**config.mk**
```make
export PLATFORM = sky130hd
export DESIGN_NAME = lsu
export DESIGN_NICKNAME = d
export VERILOG_FILES = /design/src/rtl/lsu_pkg.sv /design/src/rtl/lsu_align.sv /design/src/rtl/lsu.sv
export SDC_FILE = /design/constraint.sdc
export NUM_CORES = 1
export LEC_CHECK = 0
export ABC_AREA = 1
export BUFFER_PORTS_ARGS = -buffer_cell sky130_fd_sc_hd__buf_2
export CORE_ASPECT_RATIO = 2
export CORE_MARGIN = 3
export CORE_UTILIZATION = 51
export CTS_BUF_LIST = sky130_fd_sc_hd__clkbuf_4
export CTS_CLUSTER_SIZE = 40
export DETAILED_ROUTE_END_ITERATION = 12
export MAX_ROUTING_LAYER = met4
export PLACE_DENSITY = 0.91
export SKIP_CTS_REPAIR_TIMING = 1
export SLEW_MARGIN = 20
export SYNTH_ARGS = -nofsm -noshare
export SYNTH_HDL_FRONTEND = slang
export SYNTH_HIERARCHICAL = 1
export SYNTH_SLANG_ARGS = --single-unit
```
**constraint.sdc**
```tcl
create_clock -name clk -period 3.73 [get_ports clk]
set_input_delay 0 -clock clk [delete_from_list [all_inputs] [get_ports clk]]
set_output_delay 0 -clock clk [all_outputs]
set_load 0.02 [all_outputs]
```
**src/rtl/lsu_pkg.sv**
```systemverilog
// Shared types and helpers for the load/store unit: FSM states, funct3
// encodings and the request legality/alignment check.
package lsu_pkg;

    typedef enum logic [1:0] {
        IDLE = 2'd0,
        MEM  = 2'd1,
        WB   = 2'd2
    } state_t;

    localparam logic [2:0] F3_B  = 3'b000;
    localparam logic [2:0] F3_H  = 3'b001;
    localparam logic [2:0] F3_W  = 3'b010;
    localparam logic [2:0] F3_BU = 3'b100;
    localparam logic [2:0] F3_HU = 3'b101;

    // True when funct3 is a valid encoding for the access type and the
    // address is naturally aligned for the access size.
    function automatic logic req_ok(input logic store, input logic [2:0] funct3,
                                    input logic [1:0] off);
        logic legal;
        logic aligned;
        if (store)
            legal = (funct3 == F3_B) || (funct3 == F3_H) || (funct3 == F3_W);
        else
            legal = (funct3 == F3_B) || (funct3 == F3_H) || (funct3 == F3_W) ||
                    (funct3 == F3_BU) || (funct3 == F3_HU);
        case (funct3[1:0])
            2'b01:   aligned = ~off[0];
            2'b10:   aligned = (off == 2'b00);
            default: aligned = 1'b1;
        endcase
        return legal && aligned;
    endfunction

endpackage

```
**src/rtl/lsu_align.sv**
```systemverilog
// Byte-lane steering: store mask/data replication and load extraction with
// sign or zero extension. Purely combinational.
module lsu_align
    import lsu_pkg::*;
(
    input  logic [2:0]  st_funct3,
    input  logic [1:0]  st_off,
    input  logic [31:0] st_data,
    output logic [3:0]  wmask,
    output logic [31:0] wdata,
    input  logic [2:0]  ld_funct3,
    input  logic [1:0]  ld_off,
    input  logic [31:0] rdata,
    output logic [31:0] ld_data
);

    logic [31:0] shifted;

    always_comb begin
        wmask = 4'b1111;
        wdata = st_data;
        case (st_funct3[1:0])
            2'b00: begin
                wmask = 4'b0001 << st_off;
                wdata = {4{st_data[7:0]}};
            end
            2'b01: begin
                wmask = 4'b0011 << st_off;
                wdata = {2{st_data[15:0]}};
            end
            default: begin
                wmask = 4'b1111;
                wdata = st_data;
            end
        endcase
    end

    always_comb begin
        shifted = rdata >> {ld_off, 3'b000};
        case (ld_funct3)
            F3_B:    ld_data = {{24{shifted[7]}}, shifted[7:0]};
            F3_BU:   ld_data = {24'd0, shifted[7:0]};
            F3_H:    ld_data = {{16{shifted[15]}}, shifted[15:0]};
            F3_HU:   ld_data = {16'd0, shifted[15:0]};
            default: ld_data = rdata;
        endcase
    end

endmodule

```
**src/rtl/lsu.sv**
```systemverilog
// Multi-cycle load/store unit: accepts one memory op, runs a valid/ready
// data-memory transaction and writes loaded data back to the register file.
module lsu
    import lsu_pkg::*;
#(
    parameter int ADDR_WIDTH = 5,
    parameter int DATA_WIDTH = 32
) (
    input  logic                  clk,
    input  logic                  rst,
    input  logic                  req_valid,
    output logic                  req_ready,
    input  logic                  req_store,
    input  logic [2:0]            req_funct3,
    input  logic [31:0]           req_addr,
    input  logic [DATA_WIDTH-1:0] req_wdata,
    input  logic [ADDR_WIDTH-1:0] req_rd,
    output logic                  mem_valid,
    input  logic                  mem_ready,
    output logic                  mem_wen,
    output logic [31:0]           mem_addr,
    output logic [DATA_WIDTH-1:0] mem_wdata,
    output logic [3:0]            mem_wmask,
    input  logic [DATA_WIDTH-1:0] mem_rdata,
    output logic                  rf_wen,
    output logic [ADDR_WIDTH-1:0] rf_waddr,
    output logic [DATA_WIDTH-1:0] rf_wdata,
    output logic                  busy,
    output logic                  fault
);

    state_t      state;
    logic [2:0]  ld_funct3;
    logic [1:0]  ld_off;
    logic [3:0]  st_mask;
    logic [31:0] st_wdata;
    logic [31:0] ld_data;

    lsu_align u_align (
        .st_funct3 (req_funct3),
        .st_off    (req_addr[1:0]),
        .st_data   (req_wdata),
        .wmask     (st_mask),
        .wdata     (st_wdata),
        .ld_funct3 (ld_funct3),
        .ld_off    (ld_off),
        .rdata     (mem_rdata),
        .ld_data   (ld_data)
    );

    always_ff @(posedge clk or posedge rst) begin
        if (rst) begin
            state     <= IDLE;
            req_ready <= 1'b1;
            busy      <= 1'b0;
            mem_valid <= 1'b0;
            mem_wen   <= 1'b0;
            mem_addr  <= '0;
            mem_wdata <= '0;
            mem_wmask <= '0;
            rf_wen    <= 1'b0;
            rf_waddr  <= '0;
            rf_wdata  <= '0;
            fault     <= 1'b0;
            ld_funct3 <= '0;
            ld_off    <= '0;
        end else begin
            fault  <= 1'b0;
            rf_wen <= 1'b0;
            case (state)
                IDLE: begin
                    if (req_valid) begin
                        if (!req_ok(req_store, req_funct3, req_addr[1:0])) begin
                            fault <= 1'b1;
                        end else begin
                            state     <= MEM;
                            req_ready <= 1'b0;
                            busy      <= 1'b1;
                            mem_valid <= 1'b1;
                            mem_wen   <= req_store;
                            mem_addr  <= {req_addr[31:2], 2'b00};
                            mem_wdata <= req_store ? st_wdata : '0;
                            mem_wmask <= req_store ? st_mask : 4'b0000;
                            rf_waddr  <= req_rd;
                            ld_funct3 <= req_funct3;
                            ld_off    <= req_addr[1:0];
                        end
                    end
                end
                MEM: begin
                    // Request fields stay frozen until the memory completes.
                    if (mem_ready) begin
                        mem_valid <= 1'b0;
                        mem_wen   <= 1'b0;
                        if (mem_wen) begin
                            state     <= IDLE;
                            req_ready <= 1'b1;
                            busy      <= 1'b0;
                        end else begin
                            state    <= WB;
                            rf_wdata <= ld_data;
                            rf_wen   <= (rf_waddr != '0);
                        end
                    end
                end
                WB: begin
                    state     <= IDLE;
                    req_ready <= 1'b1;
                    busy      <= 1'b0;
                end
                default: begin
                    state     <= IDLE;
                    req_ready <= 1'b1;
                    busy      <= 1'b0;
                    mem_valid <= 1'b0;
                end
            endcase
        end
    end

endmodule

```
# ---- Yosys cells after proc, flatten, opt, wreduce, memory -nomap -nowiden
# Index checks and enable logic that the tools add are counted.
dict set report word_totals {
  output_inout_bits 111
  word_cells 90
  input_bits 109
  register_bits 116
}
dict set report classes {
  reduce_logical 18
  eq_ne 15
  shift 3
  muxes 37
  bitwise 3
}
# cell count
set op_table {}
lappend op_table {{$pmux 32 s4} 1}
lappend op_table {{$pmux 32 s2} 1}
lappend op_table {{$mux 32} 1}
lappend op_table {{$shr 32x5->16} 1}
lappend op_table {{$mux 1} 22}
lappend op_table {{$eq 3x3->1 const B} 4}
lappend op_table {{$reduce_and 4->1} 3}
lappend op_table {{$reduce_and 3->1} 3}
lappend op_table {{$mux 2} 4}
lappend op_table {{$ne 2x2->1 const B} 4}
lappend op_table {{$pmux 1 s2} 4}
lappend op_table {{$pmux 4 s2} 1}
lappend op_table {{$eq 3x1->1 const B} 2}
lappend op_table {{$logic_not 2->1} 3}
lappend op_table {{$logic_not 3->1} 2}
lappend op_table {{$reduce_bool 5->1} 1}
lappend op_table {{$eq 2x1->1 const B} 2}
lappend op_table {{$eq 2x2->1 const B} 2}
lappend op_table {{$logic_or 1x1->1} 4}
lappend op_table {{$mux 4} 1}
lappend op_table {{$pmux 2 s2} 1}
lappend op_table {{$shl 1x2->4 const A} 1}
lappend op_table {{$shl 2x2->4 const A} 1}
lappend op_table {{$eq 3x2->1 const B} 1}
lappend op_table {{other kinds (4)} 6}

# ---- Longest topological paths before layout
# Gate-level depths: netlist of run 1.
dict set report logic_depth {
  word_depth 12
  depth_mapped 14
  mapped_depth_nobuf 11
}

# ---- Hierarchy
# The synthesis of run 1 kept the hierarchy.
# mod area_per_inst_um2 instances cells_each seq_area_each_um2
set by_module_without_submodules {}
lappend by_module_without_submodules {lsu 4658.2 1 528 2904.0}
lappend by_module_without_submodules {lsu_align 1366.3 1 285 0.0}

# ---- Least setup slack after synthesis of run 1
# OpenSTA, ideal clock, no wires.
dict set report synth_path {
  path_kind {reg-to-reg}
  startpoint {register state[1]}
  endpoint {register mem_addr[10]}
  path_buffers 3
  setup_time_ps 117
  path_stages_with_launch 10
  arrival_time_ps 1177
  setup_slack_ps 2436
  synth_period_minus_slack_ps 1294
  required_ps 3613
  cell_sequence {dfrtp_1 > inv_2 > nand2_1 > nor2_1 > nand2_2 > buf_6 > buf_6 > buf_6 > nand2_1 > nand2_1}
}
dict set report synth_between {
  elab_chain_len 2
}
# item line
set synth_lines {}
lappend synth_lines {{start, declared} lsu.sv:32} ;# state_t state;
lappend synth_lines {{start signal, assigned} lsu.sv:53} ;# state <= IDLE;
lappend synth_lines {{start signal, assigned} lsu.sv:76} ;# state <= MEM;
lappend synth_lines {{start signal, assigned} lsu.sv:96} ;# state <= IDLE;
lappend synth_lines {{$logic_not 2->1} lsu.sv:70} ;# case (state)
lappend synth_lines {{$reduce_and 3->1 (no line)} -}
lappend synth_lines {{end signal, assigned} lsu.sv:81} ;# mem_addr <= {req_addr[31:2], 2'b00};
lappend synth_lines {{end, declared} lsu.sv:21} ;# output logic [31:0] mem_addr,
# Every way passes these cells.
# A chain may end at the register's enable or synchronous reset.

# ---- Final worst setup path of run 1
dict set report layout_path {
  startpoint {register ld_funct3[1]}
  endpoint {register rf_wdata[0]}
}
dict set report layout_between {
  elab_chain_len 2
  word_cells_on_any_way 5
  classes_between {eq/ne: 3; mux: 1; reduce/logical: 1}
}
# item line
set layout_lines {}
lappend layout_lines {{start, declared} lsu.sv:33} ;# logic [2:0] ld_funct3;
lappend layout_lines {{start signal, assigned} lsu.sv:85} ;# ld_funct3 <= req_funct3;
lappend layout_lines {{$eq 3x3->1 (tied with other cells)} lsu_align.sv:40} ;# case (ld_funct3)
lappend layout_lines {{$pmux 32 s4 (*)} lsu_align.sv:40}
lappend layout_lines {{net ld_data[0]} lsu.sv:37} ;# logic [31:0] ld_data;
lappend layout_lines {{end signal, assigned} lsu.sv:101} ;# rf_wdata <= ld_data;
lappend layout_lines {{end, declared} lsu.sv:27} ;# output logic [DATA_WIDTH-1:0] rf_wdata,
# The timed path passes the listed nets; every way through them passes the cells marked *.

==> results of run 1 <==
-- per-layer routing --
metal  global-route usage  share of wire  vias up
met5                    -              0        -
met4               0.1496          0.058        0
met3              0.05524          0.076      110
met2               0.4821           0.54      495
met1               0.2812           0.33     3216
li1                     -              -     3148
-- final timing paths --
| path | from | to | slack (ns) |
|---|---|---|---|
| hold / removal | req_store | mem_wdata[6] | 0.03 |
| min in group asynchronous | rst | mem_addr[13] | 0.17 |
| max in group asynchronous | rst | mem_wmask[3] | 2.66 |
| setup reg to reg | ld_funct3[1] | rf_wdata[0] | 0.62 |
| setup / recovery | ld_funct3[1] | rf_wdata[0] | 0.62 |
| hold reg to reg | req_ready | req_ready | 0.47 |
-- where the power goes --
group	internal, uW	total (uW)	switching [uW]	leakage, uW
Combinational	793	2330	1540	0.00317
Sequential	1680	1990	307	0.00149
Clock	468	1000	533	0.000151
-- cell families after synthesis --
kind of cell,synth area share
AO/OA/AOI/OAI,0.06874
adder cells (fa/ha/maj),0.006231
buffers and inverters,0.08598
flip-flops,0.4820
other,0.0006225
AND/OR/NAND/NOR,0.3564
-- area by class of cell --
type	instances	area share
Multi-Input combinational cell	599	0.3090
Clock buffer	17	0.01509
Timing Repair Buffer	337	0.2695
Clock inverter	15	0.02101
Sequential cell	116	0.3433
Tap cell	142	0.02101
Antenna cell	1	0.0002959
Inverter	44	0.02071
-- registers in the layout (all words and copies together) (netlist names), 2 cells and up --
signal,cells
rf_wdata,32
rf_waddr,5
mem_wmask,4
mem_addr,30
state,2
ld_off,2
mem_wdata,32
ld_funct3,3
-- cells in the final DEF, fill, tap and decap left out, drive strengths merged --
master and instances:
nand4 1, bufinv 3, nand2 412, o21ai 75, nor3 1, nand3 82
dfstp 1, diode 1, o41ai 1, or2 1, nor2 17, dlygate4sd3 117
buf 220, clkbuf 17, dfrtp 115, clkinv 4, ha 3, conb 2
o211ai 4, clkinvlp 5, inv 47
-- cell usage after synthesis, drive strengths merged --
master / instances
nand2: 412
dfrtp: 115
nand3: 82
o21ai: 75
inv: 43
buf: 41
nor2: 17
clkbuf: 14
o211ai: 4
ha: 3
clkinv: 1
conb: 1
dfstp: 1
nand4: 1
nor3: 1
o41ai: 1
or2: 1
-- stage by stage --
stage | util | hold WS [ns] | instance area (sq um) | worst slack [ns]
after floorplan | - | 0.1289 | 6028 | 0.6592
after global placement | 0.6107 | 0.2295 | 6977 | 1.009
after detailed placement | 0.6107 | 0.2332 | 6977 | 0.8337
after CTS | 0.6375 | -0.3537 | 7282 | 1.435
after global routing | 0.7404 | 0.02993 | 8458 | 0.4339
final | 0.7404 | 0.03322 | 8458 | 0.6163
-- worst register-to-register path, stage by stage (launching register included) --
cell and delay, ns:
dfrtp_1 0.98, clkinv_4 0.25, o21ai_1 0.35, nand2_1 0.10, nand2_1 0.09, dlygate4sd3_1 0.56
nand2_1 0.06, dlygate4sd3_1 0.60, nand2_1 0.07
==> flow_metrics.tcl, run 1 <==
set metrics [dict create \
    vias 6969 \
    wl_mm 20.94 \
    die_w_microns 82.86 \
    drv_slew 0 \
    crit_arrival_ns 3.59 \
    synthDistinctLibCells 29 \
    power_uw 5317 \
    worstHoldPathCells 3 \
    initial_utilization 0.5274 \
    synth-seq-cells 116 \
    cts_buffers 17 \
    crit_type "flip-flop to flip-flop" \
    antenna_found_initial 1 \
    start_kind "flip-flop" \
    critPathMostFrequentCell "nand2_1" \
    synthTopCellsByArea "dfrtp_1 48%, nand2_1 25%, nand3_1 6.1%, o21ai_0 5.9%, inv_1 2.3%" \
    clock.fmax_mhz 321.2 \
    worst-path-buf-inv 3 \
    worst_slew_pin_slew_ns 1.070 \
    final_layout_size_suffix_gt1_frac 0.2491 \
    min_path_type "input port to flip-flop" \
    io_pins 220 \
    clkLatencyLatePin_ns 0.53 \
    layout.nets 1227 \
    placementRows 55 \
    syn_avg_cell_area_sq_um 7.410 \
    ff2ff_path_depth 8 \
    remaining_drc_errors 0 \
    fin_skew_ns 0.01858 \
    avgViaCountPerCell 5.483 \
    regArea_sq_um 2904 \
    critPathCaptureType "flip-flop" \
    critical-path-top-delay-family "buffers and inverters" \
    grt_usage 0.2739 \
    hold_viol_final 0 \
    vdd_ir_drop_max_v 0.0003834 \
    power.density_nw_per_um2 628.7 \
    syn_to_final_growth_pct 40.39 \
    clkSinkCount 116 \
    rsz0062_at_grt "no" \
    nFillCells 805 \
    synth_top_area_share 0.4777 \
    period_minus_slack_ns 3.114 \
    clkTransAtPathRegs_ns 0.12 \
    drtPass1Iterations 6 \
    tritoncts "done" \
    syn_area_sq_um 6025 \
    timing.final.setup_violations 0 \
    core-area_sq_um 11420 \
    gp_congestion 0.9650 \
    cpPeakStageDelay_ns 0.98 \
    ys_seq_area_frac 0.4820 \
    wl_per_cell_microns 16.47 \
    max_cap_viol_count 0 \
    critical_path_required_ns 4.21 \
    dp_hpwl_mm 12.75 \
    fin_setup_tns_ns 0 \
    period_share 0.8348 \
    outcome "completed" \
    place_inst 1121 \
    first_iter_violations 511 \
    slew-limit-headroom 0.2865 \
    leakagePower_uw 0.004810 \
    htreeDepth 4 \
    netlist.top_cell.by_area "dfrtp_1" \
    grt_pass1_vias 5951 \
    critPathSlowestCell "dfrtp_1" \
    clockBufferDepth 2 \
    die_y_microns 159.7 \
    numPortBuffers 217 \
    cts_root_buf "clkbuf_4" \
    grt_pass1_wl_mm 28.45 \
    yosys_warnings 6 \
    crit_fanout 28 \
    grt_overflow 0 \
    grt_max_degree 120 \
    crit_chain "clkinv_4, o21ai_1, nand2_1, nand2_1, dlygate4sd3_1, nand2_1, dlygate4sd3_1, nand2_1" \
    path_depth 8 \
    multi_input_area_sq_um 2614 \
    synth_cells 813 \
    dieArea_sq_um 13230 \
    drtAntennaViolNets 0 \
    fin_cells 1271 \
]
(Power assumes the default switching activity.)
==> inputs of run 2 (changes only) <==
--- a/config.mk
+++ b/config.mk
@@ -9,12 +9,12 @@
 export BUFFER_PORTS_ARGS = -buffer_cell sky130_fd_sc_hd__buf_2
 export CORE_ASPECT_RATIO = 2
 export CORE_MARGIN = 3
-export CORE_UTILIZATION = 51
+export CORE_UTILIZATION = 47
 export CTS_BUF_LIST = sky130_fd_sc_hd__clkbuf_4
 export CTS_CLUSTER_SIZE = 40
 export DETAILED_ROUTE_END_ITERATION = 12
 export MAX_ROUTING_LAYER = met4
-export PLACE_DENSITY = 0.91
+export PLACE_DENSITY = 0.89
 export SKIP_CTS_REPAIR_TIMING = 1
 export SLEW_MARGIN = 20
 export SYNTH_ARGS = -nofsm -noshare
==> constraint.sdc (replaced) <==
create_clock -name clk -period 2.7 [get_ports clk]
set_input_delay 0 -clock clk [delete_from_list [all_inputs] [get_ports clk]]
set_output_delay 0 -clock clk [all_outputs]
set_load 0.02 [all_outputs]
==> run 2 against run 1 <==
Against the previous run: setup slack lost 0.48 ns; non-clock buffer count increased by 3; critical endpoint is now rf_wdata[8]; wire length is 0.46% higher; clock-buffer cell count rose by 2; flip-flop and latch count did not move; critical path type unchanged; power rose by 37%.
==> flow_metrics.tcl, run 2 (synthesized netlist as in run 1, its figures left out) <==
set metrics [dict create \
    busiest_layer "met2" \
    crit_type "flip-flop to flip-flop" \
    min_path_type "input port to flip-flop" \
    wl_per_cell_microns 16.42 \
    core-area_sq_um 12340 \
    top_regs "mem_wdata: 32 flops, rf_wdata: 32 flops, mem_addr: 30 flops" \
    r2r_start "ld_funct3[1]" \
    fin_skew_ns 0.02902 \
    max_cap_viol_count 0 \
    design_area_sq_um 8514 \
    period_minus_slack_ns 2.559 \
    clkLatencyLatePin_ns 0.51 \
    first_iter_violations 518 \
    grt_pass1_wl_mm 28.77 \
    use_met3 0.05412 \
    cts_root_buf "clkbuf_4" \
    drv_slew 0 \
    grt_max_degree 43 \
    grt_pass1_vias 6036 \
    grt_overflow 0 \
    met2_usage 0.4366 \
    period_share 0.9477 \
    slew-limit-headroom 0.3575 \
    p_sw_frac 0.4342 \
    die_y_microns 166.1 \
    switching_power_uw 3174 \
    clockBufferDepth 2 \
    crit_fanout 28 \
    tritoncts "done" \
    hold_path.startpoint "req_store" \
    placed_area_sq_um 7097 \
    syn_to_final_growth_pct 41.33 \
    vias 6897 \
    grt_util_met1 0.2795 \
    initial_utilization 0.4883 \
    power.density_nw_per_um2 858.5 \
    p_int_uw 4136 \
    dp_hpwl_mm 13.02 \
    clock.fmax_mhz 390.8 \
    wl_mm 21.03 \
    worst_slew_pin_slew_ns 0.9638 \
    timing.final.setup_violations 0 \
    clkPwrFrac 0.193 \
    antenna_found_initial 3 \
    hold_viol_final 0 \
    cts_buffers 17 \
    clkSinkCount 116 \
    drtAntennaViolNets 0 \
    numPortBuffers 217 \
    remaining_drc_errors 0 \
    drtPass1Iterations 5 \
    gp_congestion 0.9201 \
    critPathCaptureType "flip-flop" \
    avgViaCountPerCell 5.384 \
    nFillCells 927 \
    layout.nets 1230 \
    power_uw 7309 \
    die_w_microns 86.06 \
    final_common_cell "nand2_1" \
    holdWs_ns 0.06226 \
    final_cell_mix "407 x nand2_1, 217 x buf_2, 115 x dfrtp_1" \
    outcome "completed" \
    p_seq_frac 0.374 \
    io_pins 220 \
    crit_arrival_ns 2.95 \
    critical_path_required_ns 3.09 \
    start_kind "flip-flop" \
    htreeDepth 4 \
    vdd_ir_drop_max_v 0.0005776 \
    placementRows 57 \
    leakagePower_uw 0.004854 \
    clkTransAtPathRegs_ns 0.12 \
    combPwrFrac 0.433 \
    grt_usage 0.2615 \
    crit_start "ld_funct3[1]" \
    final_layout_size_suffix_gt1_frac 0.2538 \
    dieArea_sq_um 14290 \
]
-- run 2: cell types whose count changed in the layout (fill, tap and decap cells not counted), sizes merged --
cell	change
dlygate4sd3	-7
clkinvlp	-3
diode	+2
buf	+10
clkinv	+5
bufinv	+1
clkbuf	+2
inv	-5
-- run 2: path summary, 6_finish.rpt --
kind / slack, ns / end / cells after the start
max: 0.14 / rf_wdata[8] / 8
max reg2reg: 0.14 / rf_wdata[8] / 8
min in group asynchronous: 0.12 / mem_wdata[20] / 3
min: 0.06 / mem_wdata[2] / 4
max in group asynchronous: 1.81 / rf_wdata[7] / 4
min reg2reg: 0.47 / req_ready / 2
-- run 2: power by group through the flow --
stage | sequential, uW | clock [uW] | combinational [uW]
floorplan | 3380 | 0 | 1310
global placement | 2720 | 0 | 2870
detailed placement | 2740 | 0 | 2940
CTS | 2710 | 1430 | 2940
global route | 2810 | 1530 | 3440
finish | 2740 | 1410 | 3160
-- run 2: area by class of cell --
cell class,instances,area [sq um],share of cell area
repair buffers,340,2322,0.2727
diodes,3,7.507,0.0008817
clock inverters,13,166.4,0.01954
flip-flops and latches,116,2904,0.3411
clock buffers,19,142.6,0.01675
well taps,147,183.9,0.02160
multi-input cells,599,2614,0.3070
inverters,44,173.9,0.02043
-- run 2: critical path: stages (launching register included) --
cell and delay (ns):
dfrtp_1 0.98, clkinv_4 0.26, nand2_4 0.15, nor2_4 0.07, o21ai_0 0.20, nand3_1 0.10
dlygate4sd3_1 0.57, nand2_1 0.07, nand2_1 0.06
-- run 2: routing by layer --
| layer | vias to the layer above | part of all wire |
|---|---|---|
| li1 | 3164 | - |
| met1 | 3146 | 0.33 |
| met2 | 460 | 0.52 |
| met3 | 127 | 0.076 |
| met4 | 0 | 0.066 |
| met5 | - | 0 |
-- run 2: through the flow --
stage          setup slack, ns  instances  utilization  TNS [ns]
2_1_floorplan            1.287        814            -         0
3_3_place_gp            0.7876       1136       0.5752         0
3_5_place_dp            0.7128       1136       0.5752         0
4_1_cts                 0.6942       1168       0.6002         0
5_1_grt               -0.01681       1281       0.6901  -0.01681
6_report                0.1412       1281       0.6901         0
==> inputs of run 3 (changes only) <==
--- a/config.mk
+++ b/config.mk
@@ -9,12 +9,12 @@
 export BUFFER_PORTS_ARGS = -buffer_cell sky130_fd_sc_hd__buf_2
 export CORE_ASPECT_RATIO = 2
 export CORE_MARGIN = 3
-export CORE_UTILIZATION = 47
+export CORE_UTILIZATION = 51
 export CTS_BUF_LIST = sky130_fd_sc_hd__clkbuf_4
 export CTS_CLUSTER_SIZE = 40
 export DETAILED_ROUTE_END_ITERATION = 12
 export MAX_ROUTING_LAYER = met4
-export PLACE_DENSITY = 0.89
+export PLACE_DENSITY = 0.91
 export SKIP_CTS_REPAIR_TIMING = 1
 export SLEW_MARGIN = 20
 export SYNTH_ARGS = -nofsm -noshare
==> constraint.sdc (replaced) <==
create_clock -name clk -period 3 [get_ports clk]
set_input_delay 0 -clock clk [delete_from_list [all_inputs] [get_ports clk]]
set_output_delay 0 -clock clk [all_outputs]
set_load 0.02 [all_outputs]
==> run 3 against run 2 <==
Against the previous run: combinational power down 9.5%; cell area down 1.4%; via count shrank 2.3%; clock power down 24%; hold slack worse by 0.045 ns; wire length decreased by 3.1%; critical endpoint is now rf_wdata[0]; largest power group unchanged.
==> flow_metrics.tcl, run 3 (synthesized netlist as in run 1, its figures left out) <==
set metrics [dict create \
    period_minus_slack_ns 2.329 \
    slew-limit-headroom 0.5352 \
    start_kind "flip-flop" \
    clkSinkCount 116 \
    crit_arrival_ns 2.80 \
    grt_overflow 0 \
    gp_congestion 0.9803 \
    critPathMostFrequentCell "nand2_1" \
    drtAntennaViolNets 0 \
    drv_slew 0 \
    core-area_sq_um 11420 \
    busiest_layer "met2" \
    utilization 0.7347 \
    drtPass1Iterations 7 \
    critPathSlowestCell "dlygate4sd3_1" \
    use_met3 0.04543 \
    cts_root_buf "clkbuf_4" \
    grt_util_met1 0.2779 \
    io_pins 220 \
    layout.nets 1224 \
    max_cap_viol_count 0 \
    critical_path_required_ns 3.47 \
    clock.fmax_mhz 429.4 \
    timing.final.setup_violations 0 \
    numPortBuffers 217 \
    critical-path-top-delay-family "buffers and inverters" \
    holdWs_ns 0.01686 \
    hold_viol_final 0 \
    final_cell_mix "407 x nand2_1, 217 x buf_2, 115 x dfrtp_1" \
    crit_fanout 21 \
    initial_utilization 0.5274 \
    vdd_ir_drop_max_v 0.0004625 \
    fin_skew_ns 0.01852 \
    placementRows 55 \
    period_share 0.7762 \
    r2r_slack_ns 0.67 \
    met2_usage 0.4481 \
    fin_cells 1268 \
    dieArea_sq_um 13230 \
    clkLatencyLatePin_ns 0.52 \
    worst_slew_pin_slew_ns 0.6947 \
    clockBufferDepth 2 \
    final_layout_size_suffix_gt1_frac 0.2524 \
    avgViaCountPerCell 5.312 \
    place_inst 1126 \
    rsz0062_at_grt "no" \
    grt_pass1_wl_mm 26.99 \
    die_w_microns 82.86 \
    cpPeakStageDelay_ns 0.55 \
    power.density_nw_per_um2 757.4 \
    antenna_found_initial 1 \
    power_uw 6357 \
    crit_chain "buf_4, inv_2, nor2_1, nand2_1, o21ai_0, nand2_1, nand2_1, dlygate4sd3_1, nand2_1, nand2_1" \
    cts_buffers 17 \
    min_path_type "input port to flip-flop" \
    worst-path-buf-inv 3 \
    top_regs "mem_wdata: 32 flops, rf_wdata: 32 flops, mem_addr: 30 flops" \
    grt_usage 0.2591 \
    remaining_drc_errors 0 \
    leakagePower_uw 0.004793 \
    first_iter_violations 466 \
    die_y_microns 159.7 \
    tritoncts "done" \
    wl_mm 20.38 \
    final_common_cell "nand2_1" \
    grt_max_degree 117 \
    clkTransAtPathRegs_ns 0.11 \
    critPathCaptureType "flip-flop" \
    vias 6736 \
    syn_to_final_growth_pct 39.31 \
    htreeDepth 4 \
    crit_type "flip-flop to flip-flop" \
    wl_per_cell_microns 16.07 \
    grt_pass1_vias 5541 \
    dp_hpwl_mm 12.32 \
    fin_setup_tns_ns 0 \
    outcome "completed" \
]
==> run 3: layout make-up <==
type,instances,area [sq um]
Fill cell,842,3030
Sequential cell,116,2904
Multi-Input combinational cell,599,2614
Timing Repair Buffer,334,2262
Tap cell,142,177.7
Inverter,44,173.9
Clock inverter,15,131.4
Clock buffer,17,127.6
Antenna cell,1,2.502
==> run 3: where the power goes <==
part           switching [uW]  internal [uW]
sequential                337           2090
combinational            1900            967
clock                     652            413
total                    2890           3470
==> run 3: final timing paths <==
check                          endpoint     startpoint  cells past startpoint
setup reg to reg            rf_wdata[0]      ld_off[0]                     10
setup / recovery            rf_wdata[0]      ld_off[0]                     10
max in group asynchronous   rf_waddr[1]            rst                      4
min in group asynchronous  rf_wdata[25]            rst                      4
hold / removal             ld_funct3[1]  req_funct3[1]                      3
hold reg to reg            rf_wdata[22]   rf_wdata[22]                      2
==> run 3: routing by layer <==
layer,up-vias,routed length (microns)
li1,3144,-
met1,3073,6992
met2,416,10770
met3,103,1439
met4,0,1174
met5,-,0
==> run 3: worst reg2reg max path, cell delays in order, from the launching register on <==
cell           delay (ns)
dfrtp_1              0.33
buf_4                0.26
inv_2                0.20
nor2_1               0.44
nand2_1              0.08
o21ai_0              0.11
nand2_1              0.12
nand2_1              0.07
dlygate4sd3_1        0.55
nand2_1              0.06
nand2_1              0.07
==> run 3: per-stage QoR <==
step | area (sq um) | setup WS [ns]
global placement | 7041 | 1.038
finish | 8393 | 0.6714
detailed placement | 7041 | 0.9479
global route | 8393 | 0.5133
floorplan | 6032 | 1.587
CTS | 7300 | 1.124
